$ cat config.mk
export PLATFORM = sky130hd
export DESIGN_NAME = frame_source_arbiter
export DESIGN_NICKNAME = d
export VERILOG_FILES = /design/src/rtl/frame_source_arbiter.sv
export SDC_FILE = /design/constraint.sdc
export NUM_CORES = 1
export LEC_CHECK = 0
export CAP_MARGIN = 40
export CORE_ASPECT_RATIO = 1.1
export CORE_MARGIN = 2
export CORE_UTILIZATION = 48
export CTS_CLUSTER_SIZE = 24
export DETAILED_ROUTE_END_ITERATION = 12
export GPL_ROUTABILITY_DRIVEN = 0
export HOLD_SLACK_MARGIN = 0.05
export MAX_ROUTING_LAYER = met4
export PLACE_DENSITY_LB_ADDON = 0.12
export SETUP_SLACK_MARGIN = 0.1
export SLEW_MARGIN = 15
export SYNTH_ARGS = -nofsm -noshare
export SYNTH_HDL_FRONTEND = slang
export SYNTH_SLANG_ARGS = --single-unit
$ cat constraint.sdc
create_clock -name clk -period 2.4 [get_ports clk]
set_clock_uncertainty 0.15 [all_clocks]
set_input_delay 0.48 -clock clk [delete_from_list [all_inputs] [get_ports clk]]
set_output_delay 0.48 -clock clk [all_outputs]
set_load 0.005 [all_outputs]
$ cat src/rtl/frame_source_arbiter.sv
// Round-robin frame arbiter sharing one pixel processor between two camera sources.
// Forwards the granted source's pixels, tags the processor result, and converts stalls into stop commands.
module frame_source_arbiter #(
    parameter int unsigned FRAME_PIXELS   = 1024,
    parameter int unsigned TIMEOUT_CYCLES = 4096,
    parameter int unsigned CNT_W          = 16
) (
    input  logic       clk,
    input  logic       rst_n,
    input  logic [1:0] src_req,
    output logic [1:0] src_grant,
    input  logic [1:0] src_pixel_valid,
    input  logic [7:0] src0_pixel_data,
    input  logic [7:0] src1_pixel_data,
    output logic       proc_pixel_valid,
    output logic [7:0] proc_pixel_data,
    input  logic       proc_busy,
    input  logic       proc_command_valid,
    input  logic [2:0] proc_motor_command,
    output logic       cmd_valid,
    output logic       cmd_src,
    output logic [2:0] cmd_motor,
    output logic       timeout_pulse,
    output logic [1:0] arb_state
);

    typedef enum logic [1:0] {
        IDLE   = 2'd0,
        STREAM = 2'd1,
        WAIT   = 2'd2,
        DRAIN  = 2'd3
    } state_t;

    state_t             state, state_d;
    logic               gsel, gsel_d;
    logic               last_served, last_served_d;
    logic [CNT_W-1:0]   pix_cnt, pix_cnt_d;
    logic [CNT_W-1:0]   wd_cnt, wd_cnt_d;
    logic [1:0]         grant_d;
    logic               ppv_d;
    logic [7:0]         ppd_d;
    logic               cv_d;
    logic               cs_d;
    logic [2:0]         cm_d;
    logic               tp_d;

    logic               accept_c;
    logic               frame_done_c;
    logic               wd_limit_c;
    logic               winner_c;
    logic               start_c;
    logic [7:0]         sel_data_c;

    // A tie goes to the source that was not served last.
    assign winner_c     = src_req[1] & (~src_req[0] | ~last_served);
    assign start_c      = (state == IDLE) && !proc_busy && (src_req != 2'b00);
    assign accept_c     = (state == STREAM) && src_pixel_valid[gsel];
    assign frame_done_c = accept_c && (pix_cnt == CNT_W'(FRAME_PIXELS - 1));
    assign wd_limit_c   = (wd_cnt == CNT_W'(TIMEOUT_CYCLES - 1));
    assign sel_data_c   = gsel ? src1_pixel_data : src0_pixel_data;
    assign arb_state    = state;

    always_ff @(posedge clk or negedge rst_n) begin
        if (!rst_n) begin
            state <= IDLE;
        end else begin
            state <= state_d;
        end
    end

    always_comb begin
        state_d = state;
        unique case (state)
            IDLE:   if (start_c) state_d = STREAM;
            STREAM: begin
                if (frame_done_c)               state_d = WAIT;
                else if (!accept_c && wd_limit_c) state_d = DRAIN;
            end
            WAIT:   if (proc_command_valid || wd_limit_c) state_d = DRAIN;
            DRAIN:  if (!proc_busy) state_d = IDLE;
        endcase
    end

    always_comb begin
        gsel_d        = gsel;
        last_served_d = last_served;
        pix_cnt_d     = pix_cnt;
        wd_cnt_d      = wd_cnt;
        grant_d       = src_grant;
        ppv_d         = 1'b0;
        ppd_d         = proc_pixel_data;
        cv_d          = 1'b0;
        cs_d          = cmd_src;
        cm_d          = cmd_motor;
        tp_d          = 1'b0;
        unique case (state)
            IDLE: begin
                if (start_c) begin
                    gsel_d    = winner_c;
                    grant_d   = winner_c ? 2'b10 : 2'b01;
                    pix_cnt_d = '0;
                    wd_cnt_d  = '0;
                end
            end
            STREAM: begin
                if (accept_c) begin
                    ppv_d     = 1'b1;
                    ppd_d     = sel_data_c;
                    pix_cnt_d = pix_cnt + CNT_W'(1);
                    wd_cnt_d  = '0;
                    if (frame_done_c) grant_d = 2'b00;
                end else if (wd_limit_c) begin
                    cv_d    = 1'b1;
                    cs_d    = gsel;
                    cm_d    = 3'b000;
                    tp_d    = 1'b1;
                    grant_d = 2'b00;
                end else begin
                    wd_cnt_d = wd_cnt + CNT_W'(1);
                end
            end
            WAIT: begin
                // A real result on the limit cycle takes priority over the timeout.
                if (proc_command_valid) begin
                    cv_d = 1'b1;
                    cs_d = gsel;
                    cm_d = proc_motor_command;
                end else if (wd_limit_c) begin
                    cv_d = 1'b1;
                    cs_d = gsel;
                    cm_d = 3'b000;
                    tp_d = 1'b1;
                end else begin
                    wd_cnt_d = wd_cnt + CNT_W'(1);
                end
            end
            DRAIN: begin
                if (!proc_busy) last_served_d = gsel;
            end
        endcase
    end

    always_ff @(posedge clk or negedge rst_n) begin
        if (!rst_n) begin
            gsel             <= 1'b0;
            last_served      <= 1'b1;
            pix_cnt          <= '0;
            wd_cnt           <= '0;
            src_grant        <= 2'b00;
            proc_pixel_valid <= 1'b0;
            proc_pixel_data  <= 8'h00;
            cmd_valid        <= 1'b0;
            cmd_src          <= 1'b0;
            cmd_motor        <= 3'b000;
            timeout_pulse    <= 1'b0;
        end else begin
            gsel             <= gsel_d;
            last_served      <= last_served_d;
            pix_cnt          <= pix_cnt_d;
            wd_cnt           <= wd_cnt_d;
            src_grant        <= grant_d;
            proc_pixel_valid <= ppv_d;
            proc_pixel_data  <= ppd_d;
            cmd_valid        <= cv_d;
            cmd_src          <= cs_d;
            cmd_motor        <= cm_d;
            timeout_pulse    <= tp_d;
        end
    end

endmodule

==> results of run 1 <==
## cell usage after synthesis (all sizes together), types with 6 or more instances
cell type   n
a21oi       6
dfrtp      52
a22o        6
nor2       31
nand2      26
clkbuf      9
nand4       9
nand3      16
xnor2      14
o21ai      18
nor4       12
xor2       10
mux2i      10
ha          7
## power groups by stage
stage,Sequential [uW],Combinational [uW],Clock (uW)
after floorplan,1240,945,0
after global placement,1230,1680,0
after detailed placement,1230,1710,0
after CTS,1220,1720,646
after global routing,1250,1970,678
final,1220,1780,623
## layout by cell type (no fill, tap or decap), types with 4 or more instances in the layout
master,instances
and2_1,4
inv_1,4
buf_4,25
nand2b_1,5
mux2i_1,10
nand4_1,8
a21oi_1,6
xor2_1,10
nand3_1,15
nor3_1,4
and3_1,4
o21ai_0,18
a22o_1,5
nor4_1,8
ha_1,4
nand2_1,25
clkbuf_8,6
dfrtp_1,51
clkdlybuf4s50_1,44
xnor2_1,14
nor2_1,29
## layout make-up
cell class | count | area (um2)
Clock buffer | 7 | 86.3
Fill cell | 504 | 2000
Tap cell | 77 | 96.3
Clock inverter | 1 | 30.0
Timing Repair Buffer | 71 | 653
Sequential cell | 53 | 1330
Inverter | 5 | 18.8
Multi-Input combinational cell | 215 | 1520
## timing repair
action | 4_1_cts | 5_1_grt
setup endpoints to repair | 14 | 24
pin swaps | 0 | 2
resized for setup | 3 | 16
buffers inserted | 0 | 2
## flip-flops by register name, indices dropped and copies added (netlist names)
signal	count
arb_state	2
pix_cnt	16
gsel	1
cmd_valid	1
cmd_src	1
cmd_motor	3
wd_cnt	16
src_grant	2
proc_pixel_valid	1
proc_pixel_data	8
timeout_pulse	1
last_served	1
## cell families after synthesis
group	count (synthesis)	synth area share
compound gates	42	0.0998
xor+xnor	24	0.0745
fa+ha+maj	7	0.0310
buf+inv	18	0.0275
flops	53	0.471
mux	15	0.0581
simple gates	127	0.239
## how the worst max path moves through the flow
| stage | from | end | slack, ns | depth (start not counted) |
|---|---|---|---|---|
| 2_1_floorplan | arb_state[1]$_DFFE_PN0P_ | pix_cnt[10]$_DFFE_PN0P_ | 0.10 | 9 |
| 6_report | wd_cnt[14]$_DFFE_PN0P_ | cmd_src$_DFFE_PN0P_ | 0.18 | 5 |
| 3_5_place_dp | proc_busy | pix_cnt[6]$_DFFE_PN0P_ | -0.15 | 5 |
| 5_1_grt | wd_cnt[14]$_DFFE_PN0P_ | cmd_src$_DFFE_PN0P_ | 0.1 | 5 |
| 4_1_cts | arb_state[0]$_DFFE_PN0P_ | pix_cnt[13]$_DFFE_PN0P_ | 0.10 | 7 |
| 3_3_place_gp | proc_busy | pix_cnt[15]$_DFFE_PN0P_ | -0.10 | 5 |
## through the flow
| step | std cells | setup slack [ns] | setup TNS [ns] | total power [uW] |
|---|---|---|---|---|
| after detailed placement | 419 | -0.150 | -1.69 | 2950 |
| after global routing | 429 | 0.0974 | 0 | 3890 |
| final | 429 | 0.176 | 0 | 3630 |
| after CTS | 427 | 0.100 | 0 | 3590 |
| after global placement | 419 | -0.100 | -1.13 | 2910 |
| after floorplan | 286 | 0.104 | 0 | 2190 |
## metal layers
metal	part of all wire	vias to the layer above	track usage
li1	-	1149	-
met1	0.46	1082	0.258
met2	0.51	20	0.344
met3	0.017	6	0.0258
met4	0.012	0	0.0682
met5	0	-	-
==> out/results.tsv, run 1 <==
metric	value	unit
die area	6510	um2
top cell type's share of synthesized area	0.461	
Worst-path clk slew	0.10	ns
Post-synth EDFFs	0	
Sw Share	0.361	
Crit. End Element	flip-flop	
reg-to-reg slack, setup	0.18	ns
relative slew slack	0.555	
Area growth syn-to-layout	32.2	%
number of synthesized register bits	53	
Synth Net Count	320	
Buffers & Inverters on Critical Path	1	
DR WL/cell	14.2	um
Worst-Skew Late Latency	0.31	ns
peak supply drop	0.000546	V
final hold violations	0	
Area contributors post-synth	dfrtp_1, xnor2_1, nor2_1	
nets	385	
Worst Setup Start Kind	flip-flop	
# clock sinks	53	
layout cells sized above 1	0.185	
Syn Inst Count	286	
largest net degree at the start of global routing	54	
Global Route Usage Sum	0.205	
CTS Hold Bufs	0	
Yosys top cell by area	dfrtp_1	
f_max	450	MHz
antenna viol nets, final	0	
WL final	6090	um
register area share after synthesis	0.471	
P_leak	0.00163	uW
worst-margin pin slew	0.667	ns
CP Class	flip-flop to flip-flop	
Critical Path Fanout Max	11	
Min Clock Period, post-route	2.22	ns
DRC marker count from the first detailed-route iteration	85	
vias in the first global route	2337	
via/cell ratio	5.26	
RSZ-0062 raised after global routing	true	
Cell variety after synth	47	
gate family responsible for the most delay along the worst path	simple AND/OR/NAND/NOR gates	
die width	77.1	um
Power Density	973	nW/um2
Worst Hold Slack	0.121	ns
Vias	2257	
Starting Density	0.492	
gr ovfl total	0	
CTS tree	done	
Clk network pwr share	0.172	
internal power	2320	uW
port bufs	45	
sequential power share	0.337	
Worst Path Required	2.45	ns
row count	29	
status	complete, no violations	
R2R cell count	5	
FF-to-FF Start	wd_cnt[14]$_DFFE_PN0P_	
Top Ports	46	
final slew viol count	0	
core area	5730	um2
final core occ	0.650	
worst hold path type	input port to asynchronous set/reset pin	
Max-Cap Viols	0	
Comb power frac	0.491	
design area	3730	um2
switching pwr	1310	uW
worst stage delay on the critical path	0.53	ns
first-pass GRT wire length	10600	um
CTS Buf Count	5	
CP max stage cell	or4b_4	
H-Tree Depth	2	
area of the mapped netlist	2820	um2
Async SR Flop Fraction	1.00	
Ys Warns	0	
initial antenna violation count	0	
Setup Viol. Count Final	0	
Placed Area	3510	um2
critical-path cell list	nor4_4 > or4b_4 > buf_4 > a21o_4 > mux2_4	
Root Buffer	clkbuf_8	
Top FF cell, synth	dfrtp_1	
Die Y	84.4	um
Detailed Routing Iterations Pass 1	4	
# DRC	0	
CTS max path bufs	2	
Ant. Diodes	0	
hpwl dp	4310	um
Final period util	0.927	
syn_area_per_cell	9.87	um2
critical path arrival	2.27	ns
R2R Path End	cmd_src$_DFFE_PN0P_	
Note: power is estimated with default switching activity, not from simulation.
==> run 2, diff against run 1 <==
- GPL_TIMING_DRIVEN: unset -> 0
==> run 2 against run 1 <==
Hold slack gained 0.22 ns. Sequential power is essentially flat. Fmax shrank 3.0%. Count of clock-buffer cells in the layout is the same. Largest cell class unchanged. Clock power shrank 19%. Global-route usage grew 0.84 points. Sequential share of layout area shrank 0.054 points.
==> out/results.tsv, run 2 (synthesized netlist as in run 1, its figures left out) <==
metric	value	unit	change
# DRC	0		unchanged
Die Y	84.4	um	unchanged
vias in the first global route	2358		+0.90%
DRC marker count from the first detailed-route iteration	104		+22%
Critical Path Fanout Max	5		-6
f_max	436	MHz	-3.0%
die area	6510	um2	unchanged
Root Buffer	clkbuf_8		
worst-margin pin slew	0.727	ns	+0.0600 ns
Critical path origin	wd_cnt[14]$_DFFE_PN0P_		
Max-Cap Viols	0		unchanged
final core occ	0.653		+0.00284
Setup TNS Final	0	ns	unchanged
status	complete, no violations		
CTS max path bufs	2		unchanged
commonest non-fill, non-tap cells in the layout	dfrtp_1, clkdlybuf4s50_1, nor2_1		
Crit. End Element	flip-flop		
largest net degree at the start of global routing	33		-39%
Starting Density	0.492		unchanged
Worst Path Required	2.44	ns	about the same
worst stage delay on the critical path	0.49	ns	-0.04 ns
worst hold path type	flip-flop to flip-flop		
Worst Setup Start Kind	flip-flop		
top flop regs	pix_cnt (16), wd_cnt (16), proc_pixel_data (8)		
first-pass GRT wire length	11100	um	+4.7%
crit path capture	src_grant[1]$_DFFE_PN0P_		
commonest non-fill, non-tap cell in the layout	dfrtp_1		
CP max stage cell	or4b_4		
FF-to-FF Start	wd_cnt[14]$_DFFE_PN0P_		
CTS tree	done		
# clock sinks	53		unchanged
final hold violations	0		unchanged
RSZ-0062 raised after global routing	true		
antenna viol nets, final	0		unchanged
H-Tree Depth	2		unchanged
relative slew slack	0.509		-0.0468
routing usage on met1	0.273		+0.0155
met3 usage in global routing	0.0312		+0.00538
die width	77.1	um	unchanged
Vias	2351		+4.2%
DR WL/cell	15.0	um	+5.8%
Min Clock Period, post-route	2.29	ns	+0.0696 ns
Global Route Usage Sum	0.213		+0.00836
CTS Buf Count	5		unchanged
Worst-path clk slew	0.09	ns	about the same
Ant. Diodes	0		unchanged
Detailed Routing Iterations Pass 1	4		unchanged
layout cells sized above 1	0.189		+0.00461
CP Class	flip-flop to flip-flop		
met2 Track Usage GR	0.350		+0.00558
multi-input logic area	1530	um2	+1.1%
Top Ports	46		unchanged
reg-to-reg slack, setup	0.11	ns	-0.07 ns
final slew viol count	0		unchanged
Seq. cell area	1330	um2	+0.28%
Worst-Skew Late Latency	0.30	ns	about the same
WL final	6470	um	+6.3%
row count	29		unchanged
R2R cell count	6		+1
P_leak	0.00163	uW	+0.11%
core area	5730	um2	unchanged
initial antenna violation count	0		unchanged
critical path arrival	2.33	ns	+0.06 ns
Area growth syn-to-layout	32.7	%	
Setup Viol. Count Final	0		unchanged
critical-path cell list	nor4_4 > or4b_4 > buf_6 > a22o_1 > nor2_2 > mux2_4		
via/cell ratio	5.45		+3.7%
port bufs	45		unchanged
nets	388		+0.78%
gr ovfl total	0		unchanged
hpwl dp	4460	um	+3.4%
R2R Path End	src_grant[1]$_DFFE_PN0P_		
Most Crowded Layer GR	met2		
peak supply drop	0.000556	V	+1.8%
Power Density	971	nW/um2	-0.27%
FILL cells	498		-1.2%
Final period util	0.956		+0.0290
run 2: worst min-delay path by stage:
| stage | cells after the start | slack, ns | from | to |
|---|---|---|---|---|
| final | 2 | 0.34 | proc_pixel_data[2]$_DFFE_PN0P_ | proc_pixel_data[2]$_DFFE_PN0P_ |
| after global routing | 2 | 0.37 | proc_pixel_data[7]$_DFFE_PN0P_ | proc_pixel_data[7]$_DFFE_PN0P_ |
| after CTS | 2 | 0.34 | proc_pixel_data[2]$_DFFE_PN0P_ | proc_pixel_data[2]$_DFFE_PN0P_ |
| after detailed placement | 2 | 0.32 | proc_pixel_data[2]$_DFFE_PN0P_ | proc_pixel_data[2]$_DFFE_PN0P_ |
| after global placement | 2 | 0.32 | proc_pixel_data[2]$_DFFE_PN0P_ | proc_pixel_data[2]$_DFFE_PN0P_ |
| after floorplan | 0 | 0.03 | rst_n | arb_state[0]$_DFFE_PN0P_ |
run 2: metrics by stage:
stage | setup WS [ns] | power (uW) | instances | hold WS, ns | area (um2)
final | 0.106 | 3640 | 431 | 0.337 | 3740
after detailed placement | -0.521 | 2820 | 409 | 0.321 | 3390
after global placement | -0.899 | 2770 | 408 | 0.318 | 3380
after CTS | 0.109 | 3480 | 425 | 0.342 | 3630
after global routing | 0.0247 | 3890 | 431 | 0.373 | 3740
after floorplan | 0.104 | 2190 | 286 | 0.0344 | 2830
run 2: area by class of cell:
cell class	instances	share of cell area
multi-input cells	215	0.409
flip-flops and latches	53	0.356
repair buffers	62	0.157
well taps	77	0.0257
plain buffers	12	0.0244
clock buffers	7	0.0231
inverters	5	0.00501
run 2: per-layer routing:
metal / part of all wire / up-vias
li1: - / 1158
met1: 0.46 / 1153
met2: 0.51 / 31
met3: 0.018 / 9
met4: 0.013 / 0
met5: 0 / -
run 2: where the power goes:
part,total (uW),internal [uW],switching (uW)
clock network,503,230,274
registers,1240,1100,140
logic,1900,949,948
run 2: critical path: cells and delay by family (launching register included):
kind | cells | cell delay, ns
and+or+nand+nor | 3 | 0.90
DFF | 1 | 0.44
muxes | 1 | 0.30
AOI/OAI and AO/OA | 1 | 0.24
buffers and inverters | 1 | 0.15
run 2: repair_timing:
item / in CTS / in global routing
gates resized for setup: 25 / 19
buffers inserted: 8 / 7
hold buffers: 1 / 0
pin swaps: 3 / 7
hold endpoints to repair: 21 / 0
setup endpoints to repair: 42 / 34
